<file path="src/rtl/fb_pkg.sv">
// Shared widths, grant-state encoding and RGB565 field layout for the framebuffer arbiter.
package fb_pkg;

    localparam int ADDR_W = 15;
    localparam int DATA_W = 16;
    localparam int CNT_W  = 16;

    typedef logic [1:0] grant_t;
    localparam logic [1:0] GNT_IDLE = 2'd0;
    localparam logic [1:0] GNT_DISP = 2'd1;
    localparam logic [1:0] GNT_HOST = 2'd2;

    localparam int RGB_R_MSB = 15;
    localparam int RGB_R_LSB = 11;
    localparam int RGB_G_MSB = 10;
    localparam int RGB_G_LSB = 5;
    localparam int RGB_B_MSB = 4;
    localparam int RGB_B_LSB = 0;

endpackage

</file>
<file path="src/rtl/fb_wr_hold.sv">
// One-entry write holding register; ready is registered so it never depends on wr_valid.
module fb_wr_hold
    import fb_pkg::*;
(
    input  logic              clk,
    input  logic              rst_n,
    input  logic              wr_valid_i,
    input  logic [ADDR_W-1:0] wr_addr_i,
    input  logic [DATA_W-1:0] wr_data_i,
    input  logic              commit_i,
    output logic              wr_ready_o,
    output logic              hold_valid_o,
    output logic [ADDR_W-1:0] hold_addr_o,
    output logic [DATA_W-1:0] hold_data_o
);

    logic              hold_valid_q;
    logic              hold_valid_d;
    logic              wr_ready_q;
    logic              accept;
    logic [ADDR_W-1:0] hold_addr_q;
    logic [DATA_W-1:0] hold_data_q;

    assign accept = wr_valid_i & wr_ready_q;

    // Accept and commit are exclusive: ready is only high while the entry is empty.
    always_comb begin
        hold_valid_d = hold_valid_q;
        if (accept) begin
            hold_valid_d = 1'b1;
        end else if (commit_i) begin
            hold_valid_d = 1'b0;
        end
    end

    always_ff @(posedge clk or negedge rst_n) begin
        if (!rst_n) begin
            hold_valid_q <= 1'b0;
            wr_ready_q   <= 1'b0;
        end else begin
            hold_valid_q <= hold_valid_d;
            wr_ready_q   <= !hold_valid_d;
        end
    end

    always_ff @(posedge clk) begin
        if (accept) begin
            hold_addr_q <= wr_addr_i;
            hold_data_q <= wr_data_i;
        end
    end

    assign wr_ready_o   = wr_ready_q;
    assign hold_valid_o = hold_valid_q;
    assign hold_addr_o  = hold_addr_q;
    assign hold_data_o  = hold_data_q;

endmodule

</file>
<file path="src/rtl/fb_arbiter.sv">
// Framebuffer RAM arbiter: display reads win over host writes, with read-after-pending-write forwarding.
module fb_arbiter
    import fb_pkg::*;
(
    input  logic              clk,
    input  logic              rst_n,
    input  logic              frame_start,
    input  logic              disp_req,
    input  logic [ADDR_W-1:0] disp_addr,
    output logic              disp_valid,
    output logic [DATA_W-1:0] disp_data,
    input  logic              wr_valid,
    input  logic [ADDR_W-1:0] wr_addr,
    input  logic [DATA_W-1:0] wr_data,
    output logic              wr_ready,
    output logic              mem_en,
    output logic              mem_we,
    output logic [ADDR_W-1:0] mem_addr,
    output logic [DATA_W-1:0] mem_wdata,
    input  logic [DATA_W-1:0] mem_rdata,
    output logic [CNT_W-1:0]  wr_commit_cnt
);

    function automatic logic [CNT_W-1:0] sat_inc(input logic [CNT_W-1:0] v);
        return (&v) ? v : v + {{(CNT_W-1){1'b0}}, 1'b1};
    endfunction

    logic              hold_valid;
    logic [ADDR_W-1:0] hold_addr;
    logic [DATA_W-1:0] hold_data;
    logic              commit;
    grant_t            grant_d;
    grant_t            grant_q;
    logic              rd_vld_p1;
    logic              fwd_hit_p1_q;
    logic [DATA_W-1:0] fwd_data_p1_q;
    logic              disp_valid_q;
    logic [DATA_W-1:0] disp_data_q;
    logic [CNT_W-1:0]  cnt_q;
    logic [CNT_W-1:0]  cnt_d;

    fb_wr_hold u_wr_hold (
        .clk          (clk),
        .rst_n        (rst_n),
        .wr_valid_i   (wr_valid),
        .wr_addr_i    (wr_addr),
        .wr_data_i    (wr_data),
        .commit_i     (commit),
        .wr_ready_o   (wr_ready),
        .hold_valid_o (hold_valid),
        .hold_addr_o  (hold_addr),
        .hold_data_o  (hold_data)
    );

    always_comb begin
        grant_d = GNT_IDLE;
        if (disp_req) begin
            grant_d = GNT_DISP;
        end else if (hold_valid) begin
            grant_d = GNT_HOST;
        end
    end

    assign commit = (grant_d == GNT_HOST);

    // RAM command is gated by rst_n so nothing reaches the RAM while reset is held.
    always_comb begin
        mem_en    = 1'b0;
        mem_we    = 1'b0;
        mem_addr  = disp_addr;
        mem_wdata = '0;
        if (rst_n) begin
            if (grant_d == GNT_DISP) begin
                mem_en = 1'b1;
            end else if (grant_d == GNT_HOST) begin
                mem_en    = 1'b1;
                mem_we    = 1'b1;
                mem_addr  = hold_addr;
                mem_wdata = hold_data;
            end
        end
    end

    always_ff @(posedge clk or negedge rst_n) begin
        if (!rst_n) begin
            grant_q <= GNT_IDLE;
        end else begin
            grant_q <= grant_d;
        end
    end

    // Stage p1: RAM read in progress; a registered DISP grant marks it valid.
    assign rd_vld_p1 = (grant_q == GNT_DISP);

    always_ff @(posedge clk or negedge rst_n) begin
        if (!rst_n) begin
            fwd_hit_p1_q <= 1'b0;
        end else begin
            fwd_hit_p1_q <= disp_req & hold_valid & (disp_addr == hold_addr);
        end
    end

    always_ff @(posedge clk) begin
        fwd_data_p1_q <= hold_data;
    end

    // Stage p2: return pixel, preferring the pending write over stale RAM data.
    always_ff @(posedge clk or negedge rst_n) begin
        if (!rst_n) begin
            disp_valid_q <= 1'b0;
            disp_data_q  <= '0;
        end else begin
            disp_valid_q <= rd_vld_p1;
            if (rd_vld_p1) begin
                disp_data_q <= fwd_hit_p1_q ? fwd_data_p1_q : mem_rdata;
            end
        end
    end

    assign disp_valid = disp_valid_q;
    assign disp_data  = disp_data_q;

    always_comb begin
        cnt_d = cnt_q;
        if (frame_start) begin
            cnt_d = commit ? CNT_W'(1) : '0;
        end else if (commit) begin
            cnt_d = sat_inc(cnt_q);
        end
    end

    always_ff @(posedge clk or negedge rst_n) begin
        if (!rst_n) begin
            cnt_q <= '0;
        end else begin
            cnt_q <= cnt_d;
        end
    end

    assign wr_commit_cnt = cnt_q;

endmodule

</file>
<file path="config.mk">
export PLATFORM = sky130hd
export DESIGN_NAME = fb_arbiter
export DESIGN_NICKNAME = d
export VERILOG_FILES = /design/src/rtl/fb_pkg.sv /design/src/rtl/fb_wr_hold.sv /design/src/rtl/fb_arbiter.sv
export SDC_FILE = /design/constraint.sdc
export NUM_CORES = 1
export LEC_CHECK = 0
export CAP_MARGIN = 20
export CORE_MARGIN = 4
export CORE_UTILIZATION = 48
export CTS_CLUSTER_SIZE = 25
export DETAILED_ROUTE_END_ITERATION = 7
export PLACE_DENSITY = 0.86
export SYNTH_ARGS = -nofsm -noshare
export SYNTH_HDL_FRONTEND = slang
export SYNTH_SLANG_ARGS = --single-unit
export TNS_END_PERCENT = 20
</file>
<file path="constraint.sdc">
create_clock -name clk -period 3.8 [get_ports clk]
set_input_delay 0.76 -clock clk [delete_from_list [all_inputs] [get_ports clk]]
set_output_delay 0.76 -clock clk [all_outputs]
set_load 0.01 [all_outputs]
</file>
## Word-level counts from Yosys, hierarchy flattened

Index checks and enable logic that the tools add are counted.
Widths: inputs -> output; s select.

- Multiplexer cells: 20
- $add $sub $neg: 1
- Eq/ne operators: 5
- Reductions and logical operators: 4
- Bitwise logic cells: 3

Operators with widths:

| operator | count |
|---|---|
| $mux 16 | 7 |
| $mux 15 | 3 |
| $add 16x1->16 const B | 1 |
| $reduce_and 16->1 | 1 |
| $eq 15x15->1 | 1 |
| $mux 1 | 8 |
| $eq 2x1->1 const B | 2 |
| $mux 2 | 2 |
| $and 1x1->1 | 3 |
| $eq 2x2->1 const B | 1 |
| $ne 2x2->1 const B | 1 |
| $reduce_and 2->1 | 1 |
| $reduce_bool 2->1 | 1 |
| $logic_not 1->1 | 1 |

- Flip-flop bits (word level): 85
- Word-level logic and storage cells: 43
- Bits of input ports: 67

## Depth between registers and ports, before layout

Gate-level depths: netlist of run 1.

- Depth after elaboration: 6
- Depth in mapped cells: 7
- Depth with buffers taken out: 5

## Modules after synthesis

From an unflattened synthesis of run 1, not the netlist that was laid out.

- Cell total of the unflattened synthesis: 294
- Area total of the unflattened synthesis: 3,647.2 um^2

By module, submodules not included:

| module | seq. area each (um^2) | cells each | area each (um^2) | instances |
|---|---|---|---|---|
| fb_arbiter | 1,221.2 | 256 | 2,642.5 | 1 |
| fb_wr_hold | 980.9 | 38 | 1,004.7 | 1 |

## Worst setup path before layout of run 1

No wires, ideal clock.

- Kind: input to output
- From: input port disp_req
- To: output port mem_addr[10]
- Arrival time: 1.870 ns
- Path slack: 1.170 ns
- Data required time: 3.040 ns
- Stages: 7
- Cells stage by stage: nand2b_1 buf_6 clkinv_8 and2_1 buf_2 buf_6 mux2_2

- Word-level cells in the longest chain between the ends: 5
- Elaborated cells between the ends (all ways): 6

Ends and longest elaborated chain:

| what | line | RTL |
|---|---|---|
| start, declared | fb_arbiter.sv:8 | `input logic disp_req,` |
| $mux 2 (*) | fb_arbiter.sv:57 | `if (disp_req) begin` |
| $eq 2x2->1 | fb_arbiter.sv:75 | `end else if (grant_d == GNT_HOST) begin` |
| $mux 15 | fb_arbiter.sv:75 |  |
| $mux 15 (*) | fb_arbiter.sv:73 | `if (grant_d == GNT_DISP) begin` |
| $mux 15 (*) | fb_arbiter.sv:72 | `if (rst_n) begin` |
| end, declared | fb_arbiter.sv:18 | `output logic [ADDR_W-1:0] mem_addr,` |

Mark *: on every way between the ends. The rest lies on a longest branch, timed or not.

## Worst setup path after layout of run 1

- From: input port disp_req
- To: output port mem_addr[12]

The elaborated chain is that of the path after synthesis.

==> results of run 1 <==
## registers in the layout (all words and copies together), names as in the netlist
register / flops
disp_data: 16
fwd_data_p1_q: 16
u_wr_hold.hold_data_o: 16
wr_commit_cnt: 16
u_wr_hold.hold_addr_o: 15
grant_q: 2
disp_valid: 1
fwd_hit_p1_q: 1
u_wr_hold.hold_valid_o: 1
u_wr_hold.wr_ready_o: 1
## stage by stage
| step | std cells | worst slack (ns) | power, mW | hold slack [ns] |
|---|---|---|---|---|
| after CTS | 526 | 0.187 | 2.12 | 0.330 |
| after global placement | 510 | 0.298 | 1.41 | 0.345 |
| after global routing | 527 | 0.0988 | 2.19 | 0.332 |
| final | 527 | 0.186 | 2.10 | 0.326 |
| after floorplan | 287 | 1.17 | 1.20 | 0.339 |
| after detailed placement | 510 | 0.223 | 1.43 | 0.346 |
## worst register-to-register path: cells and delay by family (launching register included)
family	cells	cell delay [ns]
buffers and inverters	2	0.31
and+or+nand+nor	3	0.82
muxes	1	0.39
DFF	1	0.42
## final cells by class
type,count,area [um^2]
Clock buffer,10,149
Clock inverter,6,73.8
Fill cell,497,2000
Inverter,4,27.5
Multi-Input combinational cell,184,1280
Sequential cell,85,2200
Tap cell,99,124
Timing Repair Buffer,139,1390
## cells in the mapped netlist (3+ instances only)
cell type | n | area (um^2)
nor4_1 | 4 | 25.0
nor3_1 | 3 | 15.0
or3_1 | 8 | 50.1
clkbuf_1 | 9 | 33.8
nor2b_1 | 5 | 31.3
nand3_1 | 5 | 25.0
nand4_1 | 10 | 62.6
dfrtp_1 | 38 | 951
a21oi_1 | 10 | 50.1
edfxtp_1 | 31 | 931
inv_1 | 3 | 11.3
nand2_1 | 22 | 82.6
o21ai_0 | 23 | 115
nor2_1 | 6 | 22.5
xnor2_1 | 13 | 114
and3_1 | 17 | 106
mux2_2 | 19 | 214
dfxtp_1 | 16 | 320
mux2i_1 | 16 | 160
o31ai_1 | 4 | 30.0
## where the power goes
part           switching [mW]  leakage, nW  internal (mW)
sequential             0.0394        0.919           1.02
clock                   0.342        0.107          0.353
combinational           0.143        0.973          0.201
total                   0.525         2.00           1.58
## worst paths after layout
path / startpoint / end / slack, ns / depth (start not counted)
max in group asynchronous: rst_n / disp_data[1] / 2.95 / 2
hold / removal: rst_n / wr_commit_cnt[14] / 0.33 / 1
min in group clk: u_wr_hold.hold_data_o[0] / fwd_data_p1_q[0] / 0.36 / 0
setup reg to reg: u_wr_hold.hold_valid_o / wr_commit_cnt[15] / 1.75 / 6
setup / recovery: disp_req / mem_addr[12] / 0.19 / 7
hold reg to reg: u_wr_hold.hold_data_o[0] / fwd_data_p1_q[0] / 0.36 / 0
## layer usage
layer | vias up | share of wire | GRT usage
li1 | 1322 | - | -
met1 | 1344 | 0.38 | 0.245
met2 | 96 | 0.53 | 0.363
met3 | 17 | 0.061 | 0.0518
met4 | 0 | 0.025 | 0.0817
met5 | - | 0 | 0
## logic make-up after synthesis
family,Yosys count,share of synthesized area
simple gates,92,0.150
flops,85,0.614
compound gates,41,0.0638
mux,35,0.104
buf+inv,18,0.0283
xor+xnor,15,0.0366
fa+ha+maj,1,0.00349
==> summary.md, run 1 <==
| Metric | Value |
|---|---|
| DRC Markers | `0` |
| Slowest stage delay, CP | `0.50 ns` |
| Final worst-path cycle share | `0.951` |
| Crit path max-delay family | `buffers and inverters` |
| Clock slew seen by the registers of the worst setup and hold paths | `0.09 ns` |
| Finished Cell Area | `5250 um^2` |
| CTS Hold Bufs | `0` |
| Sequential fraction of the synthesis area | `0.614` |
| Nets | `491` |
| Area grow syn2layout | `46.4%` |
| CTS tree | `yes` |
| Core Util, Final | `0.724` |
| Hpwl dp | `6680 um` |
| Vias per inst | `roughly 5.3` |
| Yosys reg bits | `85` |
| Layout cells sized above 1 | `0.107` |
| First-pass DRT Iterations | `4` |
| Slew at the pin with the worst max-slew slack | `roughly 0.84 ns` |
| CTS-repair resized insts | `0` |
| Std-Cell Rows | `31` |
| Post-synth cell types | `38` |
| VDD IR max | `0.000240 V` |
| Clock insertion delay at the later pin of the skew report | `0.36 ns` |
| Syn Nets | `between 300 and 400` |
| Largest net degree at the start of global routing | `41` |
| DRT antenna net count | `0` |
| Die Y | `94.5 um` |
| Layout Skew | `0.0168 ns` |
| Critical path launch point type | `primary input` |
| Hold crit path type | `in2async` |
| Final setup vio count | `0` |
| Clk sink count | `85` |
| CP max-delay cell | `clkdlybuf4s50_1` |
| Most frequent CP cell | `clkdlybuf4s50_1` |
| Initial antenna violation count | `0` |
| Outcome | `completed` |
| Total grt overflow | `0` |
| Most frequent cells in the layout | `clkdlybuf4s50_1 (132), dfrtp_1 (38), edfxtp_1 (31)` |
| Longest Clk Path Bufs | `2` |
| Global-route wire length before repair | `14200 um` |
| Routed Wire Length | `9020 um` |
| Pwr/cell area | `400 nW/um^2` |
| Avg Inst Size Synth | `12.5 um^2` |
| Root buffer cell | `clkbuf_8` |
| Average wire per standard cell | `17.1 um` |
| Worst path cell trace | `clkdlybuf4s50_1 > nand2b_1 > clkinv_8 > and2_1 > buf_4 > mux2_2 > clkdlybuf4s50_1` |
| RePlAce Congestion | `between 0.7 and 0.8` |
| Maximum clock rate | `~0.28 GHz` |
| Die Wd | `94.5 um` |
| Setup bufs post-CTS | `0` |
| Crit-path max FO | `16` |
| Commonest non-fill, non-tap cell in the layout | `clkdlybuf4s50_1` |
| RSZ-0062 raised after global routing | `false` |
| Initial detailed-routing violation count | `139` |
| Post-place instance area | `5010 um^2` |
| Full die area | `8920 um^2` |
| Final Critical Period | `around 3.6 ns` |
| Crit path DAT | `2.85 ns` |
| CP required | `3.04 ns` |
| Vias in the first global route | `a little under 3000` |
| Max_cap viols | `0` |
| Cells after Synth | `~290` |
| Final count of hold timing violations | `0` |
| Ys async rst share | `0.447` |
| Slew margin rel. | `0.442` |
| Syn Std Cell Area | `3590 um^2` |
| CP Class | `in2out` |
| IO Port Bufs | `approximately 130` |
| Core Area | `about 7300 um^2` |
| Leakage | `2.00 nW` |
| WP buf/inv | `4` |
| CP Capture Type | `primary output` |
| Initial core utilization | `0.495` |
| Total CTS buffers | `9` |
| GR Util All Layers | `0.207` |
| Max-slew violations | `0` |
| Synth Warn # | `0` |
| Ports | `134` |
| Setup TNS Final | `0 ns` |
| Number of synthesized flops with an enable pin | `31` |
| Total number of vias | `2779` |
| Antenna diode count | `0` |
| Prevailing post-synth register cell | `dfrtp_1` |
| H-Tree Depth | `3` |
No activity file was read; power rests on OpenSTA's default activity.
==> run 2, diff against run 1 <==
- ABC_AREA: unset -> 1
- PLACE_DENSITY: 0.86 -> 0.85
==> run 2 against run 1 <==
Clock skew decreased by 0.0024 ns. Synthesized area up 5.2%. Final cell count up 31%. Cell area is 3.3% higher. Register-to-register slack gained 0.40 ns. Via count rose by 23%. Total power decreased by 1.0%. Global-route usage grew 0.62 points. Maximum frequency grew 5.1%.
==> summary.md, run 2 <==
| Metric | Value |
|---|---|
| Syn Std Cell Area | `3770 um^2 (+5.2%)` |
| Setup TNS Final | `0 ns (unchanged)` |
| Most frequent CP cell | `nand2_1` |
| CP Class | `in2out` |
| Area grow syn2layout | `43.7%` |
| Worst hold path depth | `0` |
| Area contributors post-synth | `dfrtp_1 (25%), edfxtp_1 (25%), nand2_1 (16%)` |
| Setup bufs post-CTS | `0 (unchanged)` |
| Most frequent cells in the layout | `nand2_1 (164), clkdlybuf4s50_1 (132), nor2_1 (63)` |
| Comb pwr share | `0.174 (+0.010)` |
| RSZ-0062 raised after global routing | `false` |
| Max-slew violations | `0 (unchanged)` |
| Reg2reg start | `wr_commit_cnt[0]` |
| Root buffer cell | `clkbuf_8` |
| Vias in the first global route | `3297 (+13%)` |
| Worst path cell trace | `clkdlybuf4s50_1 > inv_1 > nand2_1 > nor2_1 > buf_4 > inv_1 > nand2_1 > nand2_1 > clkdlybuf4s50_1` |
| Max_cap viols | `0 (unchanged)` |
| CP Capture Type | `primary output` |
| DRT antenna net count | `0 (unchanged)` |
| WP buf/inv | `5 (+1)` |
| Avg Inst Size Synth | `8.50 um^2 (-32%)` |
| DRC Markers | `0 (unchanged)` |
| Crit-path max FO | `25 (+9)` |
| Number of synthesized flops with an enable pin | `31 (unchanged)` |
| Prevailing post-synth register cell | `dfrtp_1` |
| Core Area | `7690 um^2 (+6.0%)` |
| Commonest non-fill, non-tap cell in the layout | `nand2_1` |
| Average wire per standard cell | `14.5 um (-15%)` |
| Routed Wire Length | `10000 um (+11%)` |
| Total grt overflow | `0 (unchanged)` |
| Cells after Synth | `444 (+55%)` |
| CP max-delay cell | `clkdlybuf4s50_1` |
| Total number of vias | `3422 (+23%)` |
| Clock slew seen by the registers of the worst setup and hold paths | `0.09 ns (about the same)` |
| Full die area | `9340 um^2 (+4.7%)` |
| Post-synth cell types | `30 (-21%)` |
| Slew margin rel. | `0.607 (+0.165)` |
| Initial core utilization | `0.491 (-0.00368)` |
| Post-synth top cells | `nand2_1 (164), nor2_1 (64), dfrtp_1 (38)` |
| H-Tree Depth | `3 (unchanged)` |
| Slowest stage delay, CP | `0.55 ns (+0.05 ns)` |
| Largest net degree at the start of global routing | `39 (-4.9%)` |
| R2r setup slk | `2.15 ns (+0.40 ns)` |
| Nets | `649 (+32%)` |
| Hold EP | `fwd_data_p1_q[3]` |
| Worst r2r path cells | `8 (+2)` |
| IO Port Bufs | `133 (unchanged)` |
| Fill cells | `609 (+23%)` |
| Maximum clock rate | `0.291 GHz (+5.1%)` |
| CTS-repair resized insts | `0 (unchanged)` |
| Final worst-path cycle share | `0.905 (-0.0457)` |
| GR Util All Layers | `0.214 (+0.00623)` |
| Clk pwr share | `0.315 (-0.016)` |
| Ys async rst share | `0.447 (unchanged)` |
| Hpwl dp | `7510 um (+12%)` |
| Worst hold slack | `0.368 ns (+0.0429 ns)` |
| CTS Hold Bufs | `0 (unchanged)` |
| Final count of hold timing violations | `0 (unchanged)` |
| Std-Cell Rows | `32 (+3.2%)` |
| Post-synth top area cell | `dfrtp_1` |
| Hold crit path type | `reg2reg` |
| CP required | `3.04 ns (about the same)` |
| Clk sink count | `85 (unchanged)` |
| Switching Share | `0.264 (+0.0144)` |
| Crit path DAT | `2.68 ns (-0.17 ns)` |
| Critical path launch point type | `primary input` |
| First-pass DRT Iterations | `5 (+1)` |
| Sequential fraction of the synthesis area | `0.584 (-0.0303)` |
| Antenna diode count | `0 (unchanged)` |
| Die Wd | `96.7 um (+2.3%)` |
| Yosys reg bits | `85 (unchanged)` |
| Final setup vio count | `0 (unchanged)` |
| Slew at the pin with the worst max-slew slack | `0.589 ns (-0.248 ns)` |
| Outcome | `completed` |
| Global-route wire length before repair | `16200 um (+14%)` |
| Initial detailed-routing violation count | `132 (-5.0%)` |
| RePlAce Congestion | `0.892 (+15%)` |
| Total CTS buffers | `9 (unchanged)` |
| Hold_sp | `u_wr_hold.hold_data_o[3]` |
| Synth Warn # | `0 (unchanged)` |
| Initial antenna violation count | `0 (unchanged)` |
| Final Critical Period | `3.44 ns (-0.174 ns)` |
| Layout Skew | `0.0144 ns (-0.00240 ns)` |
| Longest Clk Path Bufs | `2 (unchanged)` |
| CTS tree | `yes` |
| Ports | `134 (unchanged)` |
| Pwr/cell area | `384 nW/um^2 (-4.2%)` |
| Clock insertion delay at the later pin of the skew report | `0.35 ns (about the same)` |
| Leakage | `2.29 nW (+15%)` |
| Vias per inst | `4.97 (-5.7%)` |
| Reg-to-reg critical path endpoint | `wr_commit_cnt[12]` |
| Post-synth top area share | `0.252 (-0.0131)` |
| VDD IR max | `0.000211 V (-12%)` |
| Sw Pwr | `0.550 mW (+4.7%)` |
| Most common cell in the netlist | `nand2_1` |
| Layout cells sized above 1 | `0.0597 (-0.0477)` |
| Syn Nets | `512 (+44%)` |
| Internal | `1.53 mW (-2.9%)` |
| Seq pwr share | `0.511 (+0.005)` |
| Die Y | `96.7 um (+2.3%)` |
| Crit path max-delay family | `buffers and inverters` |
-- run 2: cell count changes after synthesis, sizes merged, moves of 7 or more --
| cell | change |
|---|---|
| nor2 | +62 |
| xnor2 | -9 |
| or3 | -8 |
| inv | +33 |
| mux2i | -16 |
| and3 | -17 |
| a31oi | +16 |
| nand2 | +146 |
| a21oi | -7 |
| o21ai | -10 |
| mux2 | -19 |
-- run 2: power by group through the flow --
| stage | clock, mW | combinational (mW) | sequential (mW) |
|---|---|---|---|
| after floorplan | 0 | 0.126 | 1.09 |
| after global placement | 0 | 0.352 | 1.08 |
| after detailed placement | 0 | 0.361 | 1.08 |
| after CTS | 0.670 | 0.363 | 1.06 |
| after global routing | 0.715 | 0.395 | 1.07 |
| final | 0.656 | 0.362 | 1.06 |
-- run 2: logic make-up (layout without fill, tap and decap cells) --
family / after synthesis / after routing / synth area share
DFF: 85 / 85 / 0.584
and+or+nand+nor: 262 / 262 / 0.284
adders and majority gates: 1 / 1 / 0.00332
buffers and inverters: 52 / 194 / 0.0550
xor gates and xnor gates: 8 / 8 / 0.0186
AOI/OAI and AO/OA: 36 / 36 / 0.0550
-- run 2: per-layer routing --
| layer | wire, um | global-route usage |
|---|---|---|
| met3 | 892 | 0.0779 |
| met4 | 187 | 0.0648 |
| met1 | 4110 | 0.266 |
| met2 | 4800 | 0.348 |
| met5 | 0 | 0 |
-- run 2: how the worst max path moves through the flow --
stage	startpoint	end	slack [ns]	cells after the start
final	disp_req	mem_addr[4]	0.36	9
after global routing	disp_req	mem_addr[4]	0.21	9
after CTS	disp_req	mem_addr[3]	0.36	8
after detailed placement	disp_req	mem_addr[4]	0.37	9
after global placement	disp_req	mem_addr[3]	0.42	9
after floorplan	rst_n	mem_addr[10]	1.43	5
-- run 2: final cells by class --
cell class                 count  area [um^2]  share of cell area
sequential                    85         2200               0.406
timing repair buffer         139         1380               0.254
multi-input combinational    307         1370               0.252
inverter                      39          146              0.0270
tap                          102          128              0.0235
clock buffer                   9          124              0.0228
clock inverter                 7         78.8              0.0145
-- run 2: through the flow --
| stage | power, mW | setup WS, ns | instances | utilization | cell area [um^2] |
|---|---|---|---|---|---|
| after floorplan | 1.21 | 1.43 | 444 | - | 3770 |
| after detailed placement | 1.44 | 0.373 | 671 | 0.677 | 5210 |
| after global routing | 2.18 | 0.209 | 688 | 0.706 | 5420 |
| final | 2.08 | 0.360 | 688 | 0.706 | 5420 |
| after global placement | 1.43 | 0.421 | 671 | 0.677 | 5210 |
| after CTS | 2.10 | 0.364 | 687 | 0.704 | 5410 |
==> run 3, diff against run 2 <==
- SLEW_MARGIN: unset -> 20
==> run 3 against run 2 <==
Hold slack better by 0.00071 ns. Sequential cell count unchanged. Non-clock buffer count is 1 lower. Largest cell class unchanged. Sequential power about the same. Register-to-register slack barely moved. Critical endpoint unchanged. Wire length is 0.40% lower. Highest routed layer unchanged. Die area did not move. First-iteration DRC count increased by 22%. Worst setup slack worse by 0.0055 ns. Critical path type unchanged. Maximum frequency fell by 0.16%. Final cell count shrank 0.15%. Combinational power about the same.
==> summary.md, run 3 (same netlist as run 2, synthesis figures left out) <==
| Metric | Value |
|---|---|
| Outcome | `completed` |
| Nets | `648 (-0.15%)` |
| Total grt overflow | `0 (unchanged)` |
| Average wire per standard cell | `14.5 um (-0.26%)` |
| Hpwl dp | `7510 um (unchanged)` |
| Switching Share | `0.264 (-0.000719)` |
| Hold crit path type | `reg2reg` |
| Initial antenna violation count | `0 (unchanged)` |
| Initial core utilization | `0.491 (unchanged)` |
| Core Area | `7690 um^2 (unchanged)` |
| Internal | `1.53 mW (-0.13%)` |
| CP endpoint | `mem_addr[4]` |
| CP Class | `in2out` |
| Slew at the pin with the worst max-slew slack | `0.649 ns (+0.0598 ns)` |
| Post-route insts no fill | `687 (-0.15%)` |
| Clk sink count | `85 (unchanged)` |
| Sw Pwr | `0.547 mW (-0.50%)` |
| Design Power | `2.08 mW (-0.23%)` |
| Crit path launch | `disp_req` |
| Crit path DAT | `2.69 ns (about the same)` |
| Most frequent CP cell | `nand2_1` |
| Crit-path max FO | `25 (unchanged)` |
| Leakage | `2.29 nW (-0.27%)` |
| Final count of hold timing violations | `0 (unchanged)` |
| VDD IR max | `0.000210 V (-0.58%)` |
| Final worst-path cycle share | `0.907 (+0.00144)` |
| Slowest stage delay, CP | `0.56 ns (about the same)` |
| Total CTS buffers | `9 (unchanged)` |
| Clock insertion delay at the later pin of the skew report | `0.35 ns (about the same)` |
| Ports | `134 (unchanged)` |
| RePlAce Congestion | `0.892 (unchanged)` |
| Die Wd | `96.7 um (unchanged)` |
| Vias per inst | `4.93 (-0.91%)` |
| Most frequent cells in the layout | `nand2_1 (164), clkdlybuf4s50_1 (132), nor2_1 (63)` |
| Die Y | `96.7 um (unchanged)` |
| Slew margin rel. | `0.566 (-0.0409)` |
| Largest net degree at the start of global routing | `39 (unchanged)` |
| Pwr/cell area | `383 nW/um^2 (about the same)` |
| First-pass DRT Iterations | `5 (unchanged)` |
| Clk pwr share | `0.315 (about the same)` |
| Full die area | `9340 um^2 (unchanged)` |
| CTS tree | `yes` |
| Root buffer cell | `clkbuf_8` |
| Worst path cell trace | `clkdlybuf4s50_1 > inv_1 > nand2_1 > nor2_1 > buf_4 > inv_1 > nand2_1 > nand2_1 > clkdlybuf4s50_1` |
| Setup TNS Final | `0 ns (unchanged)` |
| Initial detailed-routing violation count | `161 (+22%)` |
| CP max-delay cell | `clkdlybuf4s50_1` |
| Layout Skew | `0.0138 ns (-0.000658 ns)` |
| Antenna diode count | `0 (unchanged)` |
| Global-route wire length before repair | `16200 um (unchanged)` |
| H-Tree Depth | `3 (unchanged)` |
| CTS-repair resized insts | `0 (unchanged)` |
| Crit path max-delay family | `buffers and inverters` |
| Seq pwr share | `0.512 (about the same)` |
| DRT antenna net count | `0 (unchanged)` |
| Worst r2r path cells | `8 (unchanged)` |
| Max-slew violations | `0 (unchanged)` |
| IO Port Bufs | `133 (unchanged)` |
| CP required | `3.04 ns (about the same)` |
| Area grow syn2layout | `43.5%` |
| Longest Clk Path Bufs | `2 (unchanged)` |
| Core Util, Final | `0.704 (-0.00130)` |
| Vias in the first global route | `3297 (unchanged)` |
| Finished Cell Area | `5410 um^2 (-0.18%)` |
| Post-place instance area | `5210 um^2 (unchanged)` |
| Commonest non-fill, non-tap cell in the layout | `nand2_1` |
| GR Util All Layers | `0.214 (unchanged)` |
| Critical path launch point type | `primary input` |
| Dpl cells | `671 (unchanged)` |
| Worst path depth | `9 (unchanged)` |
| Clock slew seen by the registers of the worst setup and hold paths | `0.09 ns (about the same)` |
| Fill cells | `611 (+0.33%)` |
| RSZ-0062 raised after global routing | `false` |
| Maximum clock rate | `0.290 GHz (-0.16%)` |
| Max_cap viols | `0 (unchanged)` |
| CP Capture Type | `primary output` |
| DRC Markers | `0 (unchanged)` |
| Layout cells sized above 1 | `0.0581 (-0.00161)` |
| Final Critical Period | `3.45 ns (+0.00547 ns)` |
| Total number of vias | `3386 (-1.1%)` |
| Reg2reg start | `wr_commit_cnt[0]` |
| Routed Wire Length | `9960 um (-0.40%)` |
| WP buf/inv | `5 (unchanged)` |
| Std-Cell Rows | `32 (unchanged)` |
| CTS Hold Bufs | `0 (unchanged)` |
| Final setup vio count | `0 (unchanged)` |
| Comb pwr share | `0.173 (about the same)` |
| R2r setup slk | `2.15 ns (about the same)` |
| Reg-to-reg critical path endpoint | `wr_commit_cnt[12]` |
| Setup bufs post-CTS | `0 (unchanged)` |
[run 3: changes by cell type in the layout (fill, tap and decap cells not counted)]
cell / delta
buf_8: -1
nor2_2: -1
nor2_4: +1
[run 3: cell type report]
class | count | area [um^2] | share of cell area
Sequential cell | 85 | 2200 | 0.407
Tap cell | 102 | 128 | 0.0236
Multi-Input combinational cell | 307 | 1370 | 0.253
Timing Repair Buffer | 138 | 1360 | 0.252
Clock buffer | 9 | 124 | 0.0229
Inverter | 39 | 146 | 0.0270
Clock inverter | 7 | 78.8 | 0.0146
[run 3: worst min path at each step]
stage                                          from                end  slack (ns)  depth (start not counted)
after floorplan            u_wr_hold.hold_data_o[0]   fwd_data_p1_q[0]        0.35                          0
after global placement     u_wr_hold.hold_data_o[7]   fwd_data_p1_q[7]        0.35                          0
after detailed placement  u_wr_hold.hold_data_o[13]  fwd_data_p1_q[13]        0.36                          0
after CTS                  u_wr_hold.hold_data_o[3]   fwd_data_p1_q[3]        0.37                          0
after global routing       u_wr_hold.hold_data_o[6]   fwd_data_p1_q[6]        0.39                          0
final                      u_wr_hold.hold_data_o[3]   fwd_data_p1_q[3]        0.37                          0
[run 3: power by group through the flow]
stage                     Sequential, mW  Combinational [mW]  Clock, mW
final                               1.06               0.359      0.654
after detailed placement            1.08               0.361          0
after CTS                           1.06               0.363      0.670
after floorplan                     1.09               0.126          0
after global placement              1.08               0.352          0
after global routing                1.07               0.392      0.715
[run 3: per-stage QoR]
| step | hold WS (ns) | worst slack, ns |
|---|---|---|
| after floorplan | 0.348 | 1.43 |
| after global routing | 0.392 | 0.209 |
| after detailed placement | 0.356 | 0.373 |
| after global placement | 0.354 | 0.421 |
| after CTS | 0.373 | 0.364 |
| final | 0.369 | 0.355 |
[run 3: per-layer routing]
| metal | vias to the layer above | wire, um | track usage |
|---|---|---|---|
| met2 | 135 | 4780 | 0.348 |
| met1 | 1547 | 4120 | 0.266 |
| li1 | 1690 | - | - |
| met5 | - | 0 | 0 |
| met4 | 0 | 187 | 0.0648 |
| met3 | 14 | 872 | 0.0779 |
